--- config.mk ---
export PLATFORM = sky130hd
export DESIGN_NAME = uart_rx_fifo
export DESIGN_NICKNAME = d
export VERILOG_FILES = /design/src/rtl/uart_pkg.sv /design/src/rtl/uart_fifo_mem.sv /design/src/rtl/uart_rx_fifo.sv
export SDC_FILE = /design/constraint.sdc
export NUM_CORES = 1
export LEC_CHECK = 0
export BUFFER_PORTS_ARGS = -buffer_cell sky130_fd_sc_hd__buf_4
export CORE_MARGIN = 1.5
export CORE_UTILIZATION = 24
export DETAILED_ROUTE_END_ITERATION = 8
export PLACE_DENSITY = 0.4
export SLEW_MARGIN = 20
export SYNTH_ARGS = -nofsm -noshare
export SYNTH_HDL_FRONTEND = slang
export SYNTH_HIERARCHICAL = 1
export SYNTH_SLANG_ARGS = --single-unit
--- constraint.sdc ---
create_clock -name clk -period 2.4 [get_ports clk]
set_input_delay 0.48 -clock clk [delete_from_list [all_inputs] [get_ports clk]]
set_output_delay 0.48 -clock clk [all_outputs]
set_load 0.01 [all_outputs]
--- src/rtl/uart_pkg.sv ---
// Shared defaults and status types for the UART receive path.
package uart_pkg;

    localparam int UART_WORD_WIDTH = 8;
    localparam int UART_FIFO_DEPTH = 16;

    typedef struct packed {
        logic empty;
        logic full;
        logic overflow;
    } uart_fifo_status_t;

endpackage

--- src/rtl/uart_fifo_mem.sv ---
// Register-array storage for the receive FIFO: one synchronous write port,
// one asynchronous read port. Contents are deliberately not reset.
module uart_fifo_mem
    import uart_pkg::*;
#(
    parameter int word_width = UART_WORD_WIDTH,
    parameter int depth      = UART_FIFO_DEPTH,
    localparam int addr_width = $clog2(depth)
) (
    input  logic                  i_clk,
    input  logic                  i_wrEn,
    input  logic [addr_width-1:0] i_wrAddr,
    input  logic [word_width-1:0] i_wrData,
    input  logic [addr_width-1:0] i_rdAddr,
    output logic [word_width-1:0] o_rdData
);

    logic [word_width-1:0] r_mem [depth];

    always_ff @(posedge i_clk) begin
        if (i_wrEn) begin
            r_mem[i_wrAddr] <= i_wrData;
        end
    end

    assign o_rdData = r_mem[i_rdAddr];

endmodule

--- src/rtl/uart_rx_fifo.sv ---
// Show-ahead FIFO that captures each word completed by the UART receiver
// (falling edge of R_locked) and tracks fill level plus a sticky overflow.
module uart_rx_fifo
    import uart_pkg::*;
#(
    parameter int word_width = UART_WORD_WIDTH,
    parameter int depth      = UART_FIFO_DEPTH,
    parameter int addr_width = $clog2(depth)
) (
    input  logic                  clk,
    input  logic                  rst_n,
    input  logic                  R_locked,
    input  logic [word_width-1:0] R_W,
    input  logic                  pop,
    input  logic                  clear_ovf,
    output logic [word_width-1:0] D_OUT,
    output logic                  empty,
    output logic                  full,
    output logic [addr_width:0]   count,
    output logic                  overflow
);

    localparam logic [addr_width:0]   CNT_FULL = (addr_width+1)'(depth);
    localparam logic [addr_width:0]   CNT_ONE  = (addr_width+1)'(1);
    localparam logic [addr_width-1:0] PTR_ONE  = addr_width'(1);

    logic                  r_lockQ;
    logic [addr_width-1:0] r_wrPtr;
    logic [addr_width-1:0] r_rdPtr;
    logic [addr_width:0]   r_count;
    logic                  r_overflow;

    logic                  w_push;
    logic                  w_empty;
    logic                  w_full;
    logic                  w_doPop;
    logic                  w_doPush;
    logic                  w_drop;
    logic [word_width-1:0] w_rdData;

    assign w_push  = r_lockQ & ~R_locked;
    assign w_empty = (r_count == '0);
    assign w_full  = (r_count == CNT_FULL);
    assign w_doPop = pop & ~w_empty;
    // A pop on a full FIFO frees the slot, so the simultaneous push is accepted.
    assign w_doPush = w_push & (~w_full | w_doPop);
    assign w_drop   = w_push & w_full & ~w_doPop;

    always_ff @(posedge clk or negedge rst_n) begin
        if (!rst_n) begin
            r_lockQ    <= 1'b0;
            r_wrPtr    <= '0;
            r_rdPtr    <= '0;
            r_count    <= '0;
            r_overflow <= 1'b0;
        end else begin
            r_lockQ <= R_locked;
            if (w_doPush) begin
                r_wrPtr <= r_wrPtr + PTR_ONE;
            end
            if (w_doPop) begin
                r_rdPtr <= r_rdPtr + PTR_ONE;
            end
            case ({w_doPush, w_doPop})
                2'b10:   r_count <= r_count + CNT_ONE;
                2'b01:   r_count <= r_count - CNT_ONE;
                default: r_count <= r_count;
            endcase
            // A drop in the same cycle as clear_ovf keeps the flag set.
            if (w_drop) begin
                r_overflow <= 1'b1;
            end else if (clear_ovf) begin
                r_overflow <= 1'b0;
            end
        end
    end

    uart_fifo_mem #(
        .word_width(word_width),
        .depth     (depth)
    ) u_mem (
        .i_clk   (clk),
        .i_wrEn  (w_doPush),
        .i_wrAddr(r_wrPtr),
        .i_wrData(R_W),
        .i_rdAddr(r_rdPtr),
        .o_rdData(w_rdData)
    );

    assign D_OUT    = w_empty ? '0 : w_rdData;
    assign empty    = w_empty;
    assign full     = w_full;
    assign count    = r_count;
    assign overflow = r_overflow;

endmodule
==> metrics.cfg, run 1 <==
[drt]
drt-wirelength-per-cell_um = 20.1
top_layer = met4
m1WireLength_um = 6970
dr_total_vias = 3099
drt_iter0_drc = 205
drc = 0
first_pass_iters = 5
wl_met3_um = 569
antenna_left = 0
drt-total-wl_um = 14400
dr_wl_met2_um = 6710
vias_per_cell = 4.32

[cts]
htreeDepth = 4
clkLatencyLatePin_ps = 430
cts.sinks = 143
cts_tree = yes
cts_made_buffers = 17
clock-root-buffer = clkbuf_16
cts.path.max_buffers = 2
clk_pin_slew_worst_paths_ps = 60

[global_routing]
grt_max_degree = 28
grt_pass1_vias = 3277
grt_antenna_before_repair = 1
global_route.usage.total = 0.119
grt-ovfl-total = 0
grt_pass1_wl_um = 21300

[power_and_ir_drop]
p_leak_nw = 2.53
p_total_mw = 8.95
ir_worst_vdd_v = 0.000533
power.density_nw_per_um2 = 1200

[die]
die-area_um2 = 25200
rows = 56
initial_utilization = 0.246
boundaryPins = 29
fp.dieH_um = 159
core_area_um2 = 23700
die_x_um = 159

[status]
status = finished with violations
violations = setup timing

[timing]
worst_pin_slew_ps = 593
worst_slack_ps = -289
finalCriticalPeriod_ps = 2690
min_period_over_period = 1.12
fin_skew_ps = 10.6
max_freq_ghz = 0.372
rsz0062_at_grt = yes
slew_violations = 0
hold_viol = 0
slew_headroom = 0.603
whs_ps = 180
setup_viol = 8

[logic_synthesis]
syn_area_um2 = 5830
ys_top_cells_by_area = edfxtp_1 (66%), mux4_2 (7.0%), dfrtp_1 (6.4%), mux4_1 (6.3%), a22oi_1 (2.1%)
yosysWarnings = 6
synth-edff-count = 128
synth_top_area_cell = edfxtp_1
synth-main-ff-cell = edfxtp_1
yosysSeqAreaShare = 0.724
synth.avg_cell_area_um2 = 19.2
ys_ff_latch = 143
yosys-top-cells-count = edfxtp_1 (128), mux4_2 (18), a22oi_1 (16)
synth_most_common_cell = edfxtp_1
synth_cell_types = 42
syn_inst = 303
synth_top_area_share = 0.659
synth_nets = 319
ys_async_sr_fraction = 0.105

[worst_setup_path]
cpPeakStageDelay_ps = 420
crit_type = flop to primary output
cp-end-kind = primary output
worstPathArrival_ps = 2210
crit_fanout = 6
cp-start-kind = flop
slowest_stage = mux4_2
cp_cell_sequence = buf_12 -> buf_12 -> buf_4 -> mux4_2 -> a22oi_1 -> nand2_1 -> nor2b_4 -> buf_6
path_common_cell = buf_12
required_ps = 1920

[job]
drv_cap = 0

[placement]
dp_hpwl_um = 9040
gp_congestion = 0.709
port_buffers = 28

[min_path]
worstHoldPathType = input port to flop

[cells_and_area]
multi_input_area_um2 = 1570
syn_to_final_growth_pct = 28.3
fillers = 2354
ff_latch_area_um2 = 4220
drive_above_1_share = 0.418
nNetsFinal = 400

## placed cells by master, fill, tap and decap left out, types with 2 or more instances in the layout
master,instances
edfxtp_1,128
buf_4,58
mux4_2,30
clkbuf_16,19
nor2_1,15
dfrtp_1,14
a22oi_2,14
nand2_1,13
xnor2_1,9
buf_6,9
nor3_1,7
inv_1,5
nor2b_1,5
inv_6,5
buf_12,5
nand2b_1,4
nor2b_4,4
nand4_1,3
nand3_1,3
ha_1,3
clkinvlp_4,3
clkinv_4,3
a21oi_1,2
inv_8,2
a22oi_1,2
nand2_2,2
mux4_1,2
nand3b_1,2
## flip-flops by register name, indices dropped and copies added (netlist names)
register     cells
r_wrPtr          4
overflow         1
r_rdPtr          4
u_mem/r_mem    128
count            5
r_lockQ          1
## cell families (layout without fill, tap and decap cells)
kind of cell | after synthesis | in the layout | share of synthesized area
buffers and inverters | 18 | 112 | 0.0212
xor gates and xnor gates | 10 | 10 | 0.0150
other | 0 | 1 | 0
and+or+nand+nor | 67 | 67 | 0.0586
muxes | 34 | 34 | 0.136
DFF | 143 | 143 | 0.724
adders and majority gates | 3 | 3 | 0.00644
AOI/OAI and AO/OA | 28 | 28 | 0.0388
## worst paths after layout
check	slack, ps	from	endpoint	cells past startpoint
hold / removal	180	R_locked	r_lockQ	1
hold reg to reg	500	overflow	overflow	1
setup / recovery	-290	r_rdPtr[0]	D_OUT[0]	8
min in group asynchronous	450	rst_n	r_wrPtr[1]	2
setup reg to reg	240	count[2]	u_mem/r_mem[0][5]	5
max in group asynchronous	1740	rst_n	r_rdPtr[0]	2
## per-layer routing
metal,vias to the layer above,global-route usage
met4,0,0.0399
met2,59,0.182
met3,16,0.0355
met5,-,0
met1,1636,0.160
li1,1388,-
## critical path, delay by kind of cell (launching register included)
family,cells,cell delay (ps)
buffers and inverters,4,530
multiplexers,1,420
flip-flops,1,410
AND/OR/NAND/NOR,2,240
AO/OA/AOI/OAI,1,190
## stage by stage
step | setup slack (ps) | setup TNS [ps] | util | cells | cell area [um2]
6_report | -289 | -1900 | 0.316 | 717 | 7480
5_1_grt | -384 | -2760 | 0.316 | 716 | 7480
4_1_cts | -374 | -2830 | 0.307 | 709 | 7270
3_5_place_dp | -6.59 | -6.59 | 0.282 | 675 | 6670
3_3_place_gp | 5.06 | 0 | 0.282 | 675 | 6670
2_1_floorplan | 44.8 | 0 | - | 303 | 5840
## power by group
part	leakage (nW)	total, mW	internal, mW	switching, mW
logic	0.929	3.24	1.72	1.52
clock network	0.272	2.57	1.46	1.11
registers	1.33	3.14	2.94	0.200
## layout make-up
cell class,count,share of cell area
inverter,5,0.00251
sequential,143,0.564
timing repair buffer,75,0.0932
multi-input combinational,142,0.209
clock buffer,18,0.0574
antenna,1,0.000335
clock inverter,14,0.0194
tap,319,0.0534
## what timing repair did
| item | in CTS | in global routing |
|---|---|---|
| gates cloned | 0 | 2 |
| endpoints found under the hold margin | 15 | 0 |
| pin swaps | 2 | 15 |
| endpoints found under the setup margin | 8 | 8 |
| gates resized for setup | 2 | 44 |
| buffers inserted | 1 | 5 |
| hold buffers | 1 | 0 |
(Power assumes the default switching activity.)
==> inputs of run 2 (changes only) <==
- MAX_ROUTING_LAYER: unset -> met4
==> metrics.cfg, run 2 (synthesis gave the netlist of run 1 again) <==
[status]
status = finished with violations
violations = setup timing

[drt]
vias_per_cell = 4.32  ; about the same
drt-wirelength-per-cell_um = 20.1  ; -0.23%
dr_total_vias = 3084  ; -0.48%
antenna_left = 0  ; unchanged
drt_iter0_drc = 207  ; +0.98%
drt-total-wl_um = 14400  ; -0.65%
first_pass_iters = 4  ; -1
drc = 0  ; unchanged

[global_routing]
global_route.usage.total = 0.122  ; +0.00310
busiest_layer = met2
grtUsageMet3 = 0.0329  ; -0.00261
grt_max_degree = 28  ; unchanged
grt-ovfl-total = 0  ; unchanged
grt_pass1_vias = 3273  ; -0.12%
grtUsageMet1 = 0.159  ; -0.000505
grt_pass1_wl_um = 21200  ; about the same
grt_antenna_before_repair = 1  ; unchanged
met2_usage = 0.183  ; +0.000598

[cts]
clk_pin_slew_worst_paths_ps = 60  ; about the same
htreeDepth = 4  ; unchanged
cts_made_buffers = 17  ; unchanged
clock-root-buffer = clkbuf_16
cts_tree = yes
cts.path.max_buffers = 2  ; unchanged
clkLatencyLatePin_ps = 430  ; about the same
cts.sinks = 143  ; unchanged

[die]
fp.dieH_um = 159  ; unchanged
rows = 56  ; unchanged
boundaryPins = 29  ; unchanged
initial_utilization = 0.246  ; unchanged
core_area_um2 = 23700  ; unchanged
die_x_um = 159  ; unchanged
die-area_um2 = 25200  ; unchanged

[worst_setup_path]
reg2reg_to = u_mem/r_mem[0][5]
reg2reg_depth = 5  ; unchanged
required_ps = 1920  ; about the same
cp_cell_sequence = clkbuf_16 -> mux4_2 -> a22oi_2 -> nand2_1 -> nor2b_4 -> buf_6
worst_path_dominant_cell_family = multiplexers
slowest_stage = mux4_2
crit_fanout = 8  ; +2
cp-end-kind = primary output
cpPeakStageDelay_ps = 540  ; +120 ps
worstPathArrival_ps = 2250  ; +40 ps
rrSetupSlack_ps = 260  ; +20 ps
crit_type = flop to primary output
r2r_start = count[2]
cp-start-kind = flop
cp.buffers_inverters = 2  ; -2

[cells_and_area]
top_register = u_mem/r_mem
nNetsFinal = 397  ; -0.75%
layout_commonest_cell = edfxtp_1
layoutNonFillerInstCount = 714  ; -0.42%
fillers = 2360  ; +0.25%
largest_reg_flops = 128  ; unchanged
drive_above_1_share = 0.411  ; -0.00697
utilization = 0.314  ; -0.00222
mostFrequentLayoutCells = edfxtp_1 (128), buf_4 (58), mux4_2 (29), clkbuf_16 (18)
syn_to_final_growth_pct = 27.4

[timing]
fin_skew_ps = 12.7  ; +2.12 ps
rsz0062_at_grt = yes
slew_headroom = 0.591  ; -0.0122
fin_tns_setup_ps = -2390  ; -486 ps
min_period_over_period = 1.14  ; +0.0172
worst_slack_ps = -331  ; -41.4 ps
max_freq_ghz = 0.366  ; -1.5%
hold_viol = 0  ; unchanged
finalCriticalPeriod_ps = 2730  ; +41.4 ps
whs_ps = 178  ; -1.49 ps
worst_pin_slew_ps = 611  ; +18.3 ps
slew_violations = 0  ; unchanged
setup_viol = 8  ; unchanged

[min_path]
hold_depth = 1  ; unchanged
worstHoldPathType = input port to flop
worstHoldEndpoint = r_lockQ
min_from = R_locked

[placement]
dp_cells = 675  ; unchanged
port_buffers = 28  ; unchanged
gp_congestion = 0.717  ; +1.1%
dp_hpwl_um = 9040  ; unchanged
dp_worst_setup_slack_ps = -6.59  ; unchanged

[power_and_ir_drop]
ir_worst_vdd_v = 0.000573  ; +7.4%
p_leak_nw = 2.51  ; -1.0%
power.density_nw_per_um2 = 1190  ; -0.71%

[job]
drv_cap = 0  ; unchanged

run 2: power by group:
group / total (mW) / switching (mW) / leakage [nW] / internal, mW
Sequential: 3.17 / 0.226 / 1.33 / 2.94
Combinational: 3.09 / 1.47 / 0.904 / 1.62
Clock: 2.57 / 1.11 / 0.272 / 1.46
run 2: how the worst max path moves through the flow:
stage	depth (start not counted)	from	end
2_1_floorplan	5	count[2]	u_mem/r_mem[2][0]
3_3_place_gp	6	r_rdPtr[0]	D_OUT[4]
3_5_place_dp	6	r_rdPtr[0]	D_OUT[6]
4_1_cts	6	r_rdPtr[0]	D_OUT[4]
5_1_grt	7	r_rdPtr[0]	D_OUT[7]
6_report	6	r_rdPtr[0]	D_OUT[4]
run 2: layout make-up:
type / count / area [um2] / area share
multi-input combinational: 142 / 1560 / 0.210
antenna: 1 / 2.50 / 0.000337
sequential: 143 / 4220 / 0.568
clock buffer: 18 / 429 / 0.0578
tap: 319 / 399 / 0.0537
clock inverter: 14 / 145 / 0.0195
inverter: 5 / 18.8 / 0.00253
timing repair buffer: 72 / 648 / 0.0873
run 2: repair_timing:
item / CTS / global route
setup endpoints to repair: 8 / 8
hold buffers: 1 / 0
gates cloned: 0 / 1
endpoints found under the hold margin: 15 / 0
buffers inserted: 1 / 3
pin swaps: 2 / 15
resized for setup: 2 / 43
run 2: per-stage QoR:
step / power (mW) / area [um2]
4_1_cts: 8.50 / 7270
3_3_place_gp: 5.85 / 6670
6_report: 8.83 / 7430
2_1_floorplan: 4.81 / 5840
3_5_place_dp: 5.86 / 6670
5_1_grt: 9.29 / 7430
run 2: per-layer routing:
layer | vias to the layer above | share of wire
li1 | 1383 | -
met1 | 1622 | 0.48
met5 | - | 0
met2 | 64 | 0.47
met3 | 15 | 0.038
met4 | 0 | 0.013
==> inputs of run 3 (changes only) <==
- CORE_UTILIZATION: 24 -> 55
- PLACE_DENSITY: 0.4 -> 0.77
==> metrics.cfg, run 3 (synthesis gave the netlist of run 1 again) <==
[power_and_ir_drop]
p_total_mw = 8.65  ; -2.0%
power.switching_mw = 2.60  ; -7.5%
p_leak_nw = 2.52  ; +0.58%
pwr-share-seq = 0.364  ; +0.005
p_clk_frac = 0.277  ; -0.014
p_int_mw = 6.06  ; +0.63%
power.density_nw_per_um2 = 1200  ; +1.2%
ir_worst_vdd_v = 0.000703  ; +23%
swShare = 0.300  ; -0.0180
combPwrFrac = 0.359  ; +0.009

[cts]
cts.path.max_buffers = 2  ; unchanged
htreeDepth = 4  ; unchanged
cts.sinks = 143  ; unchanged
cts_tree = yes
cts_made_buffers = 17  ; unchanged
clkLatencyLatePin_ps = 520  ; +90 ps
clk_pin_slew_worst_paths_ps = 60  ; about the same
clock-root-buffer = clkbuf_8

[drt]
drt_iter0_drc = 360  ; +74%
vias_per_cell = 6.12  ; +42%
dr_total_vias = 3250  ; +5.4%
drt-total-wl_um = 12300  ; -14%
first_pass_iters = 4  ; unchanged
antenna_left = 0  ; unchanged
drc = 0  ; unchanged
drt-wirelength-per-cell_um = 23.2  ; +16%

[placement]
dp_worst_setup_slack_ps = 22.1  ; +28.7 ps
port_buffers = 28  ; unchanged
placed_cell_area_um2 = 6350  ; -4.7%
gp_congestion = 0.762  ; +6.4%
dp_cells = 482  ; -29%
dp_hpwl_um = 7270  ; -20%

[timing]
hold_viol = 0  ; unchanged
finalCriticalPeriod_ps = 2830  ; +103 ps
worst_pin_slew_ps = 967  ; +356 ps
max_freq_ghz = 0.353  ; -3.6%
worst_slack_ps = -434  ; -103 ps
setup_viol = 8  ; unchanged
slew_violations = 0  ; unchanged
slew_headroom = 0.353  ; -0.238
rsz0062_at_grt = yes
fin_skew_ps = 7.47  ; -5.22 ps
min_period_over_period = 1.18  ; +0.0429

[die]
core_area_um2 = 10300  ; -56%
initial_utilization = 0.565  ; +0.319
rows = 37  ; -34%
boundaryPins = 29  ; unchanged
die-area_um2 = 11200  ; -56%
fp.dieH_um = 106  ; -33%
die_x_um = 106  ; -33%

[cells_and_area]
layoutNonFillerInstCount = 531  ; -26%
layout_commonest_cell = edfxtp_1
syn_to_final_growth_pct = 23.4
largest_reg_flops = 128  ; unchanged
antennaDiodeCount = 0  ; -1
drive_above_1_share = 0.387  ; -0.0238
mostFrequentLayoutCells = edfxtp_1 (128), buf_4 (58), mux4_2 (23), clkbuf_16 (17), nand2_1 (15)
final_area_um2 = 7190  ; -3.1%
top_register = u_mem/r_mem
utilization = 0.697  ; +0.383
nNetsFinal = 399  ; +0.50%

[global_routing]
grt_antenna_before_repair = 0  ; -1
grt_max_degree = 36  ; +29%
grt_pass1_wl_um = 18300  ; -14%
grt_pass1_vias = 3175  ; -3.0%
grt-ovfl-total = 0  ; unchanged
global_route.usage.total = 0.241  ; +0.119

[status]
violations = setup timing
status = finished with violations

[worst_setup_path]
crit_type = flop to primary output
cp.buffers_inverters = 3  ; +1
cpPeakStageDelay_ps = 500  ; -40 ps
crit_fanout = 7  ; -1
cp_cell_sequence = buf_6 -> clkbuf_16 -> mux4_2 -> a22oi_2 -> nand2_1 -> nor2b_1 -> buf_4
worstPathArrival_ps = 2350  ; +100 ps
required_ps = 1920  ; about the same
worst_path_dominant_cell_family = multiplexers
slowest_stage = mux4_2
cp-end-kind = primary output
cp-start-kind = flop

[job]
drv_cap = 0  ; unchanged

[min_path]
worstHoldPathType = input port to flop

## run 3: metrics by stage
stage                     setup TNS [ps]  hold slack, ps
after floorplan                        0             184
after global placement                 0             346
final                              -3270             172
after detailed placement               0             353
after global routing               -4160             144
after CTS                          -3410             140
## run 3: final cells by class
cell class                 instances  area (um2)
clock inverter                    14         126
inverter                           5        18.8
fill                             637        3130
timing repair buffer              74         676
multi-input combinational        142        1570
tap                              136         170
clock buffer                      17         414
sequential                       143        4220
## run 3: what timing repair did
action                     4_1_cts  5_1_grt
buffers inserted                 5       12
pin swaps                        2       14
hold endpoints to repair        15        0
hold buffers                     1        0
gates resized for setup         18       27
cloned                           1        1
setup endpoints to repair        9       10
## run 3: worst paths after layout
path,startpoint,endpoint,slack [ps],cells past startpoint
worst max-delay path,r_rdPtr[0],D_OUT[0],-430,7
worst min-delay path,R_locked,r_lockQ,170,2
worst max register to register,count[1],count[2],150,9
worst min register to register,overflow,overflow,510,1
max in group asynchronous,rst_n,r_rdPtr[0],1840,2
min in group asynchronous,rst_n,count[3],360,2
## run 3: per-layer routing
metal | GRT usage | share of wire | up-vias
met5 | - | 0 | -
met4 | 0.0898 | 0.015 | 0
met2 | 0.371 | 0.50 | 175
met3 | 0.0601 | 0.077 | 17
met1 | 0.318 | 0.41 | 1671
li1 | - | - | 1387
## run 3: power groups by stage
stage | clock network (mW) | registers, mW | logic (mW)
6_report | 2.40 | 3.15 | 3.10
5_1_grt | 2.56 | 3.18 | 3.29
4_1_cts | 2.44 | 3.14 | 2.70
3_5_place_dp | 0 | 3.19 | 2.50
3_3_place_gp | 0 | 3.17 | 2.48
2_1_floorplan | 0 | 3.18 | 1.64
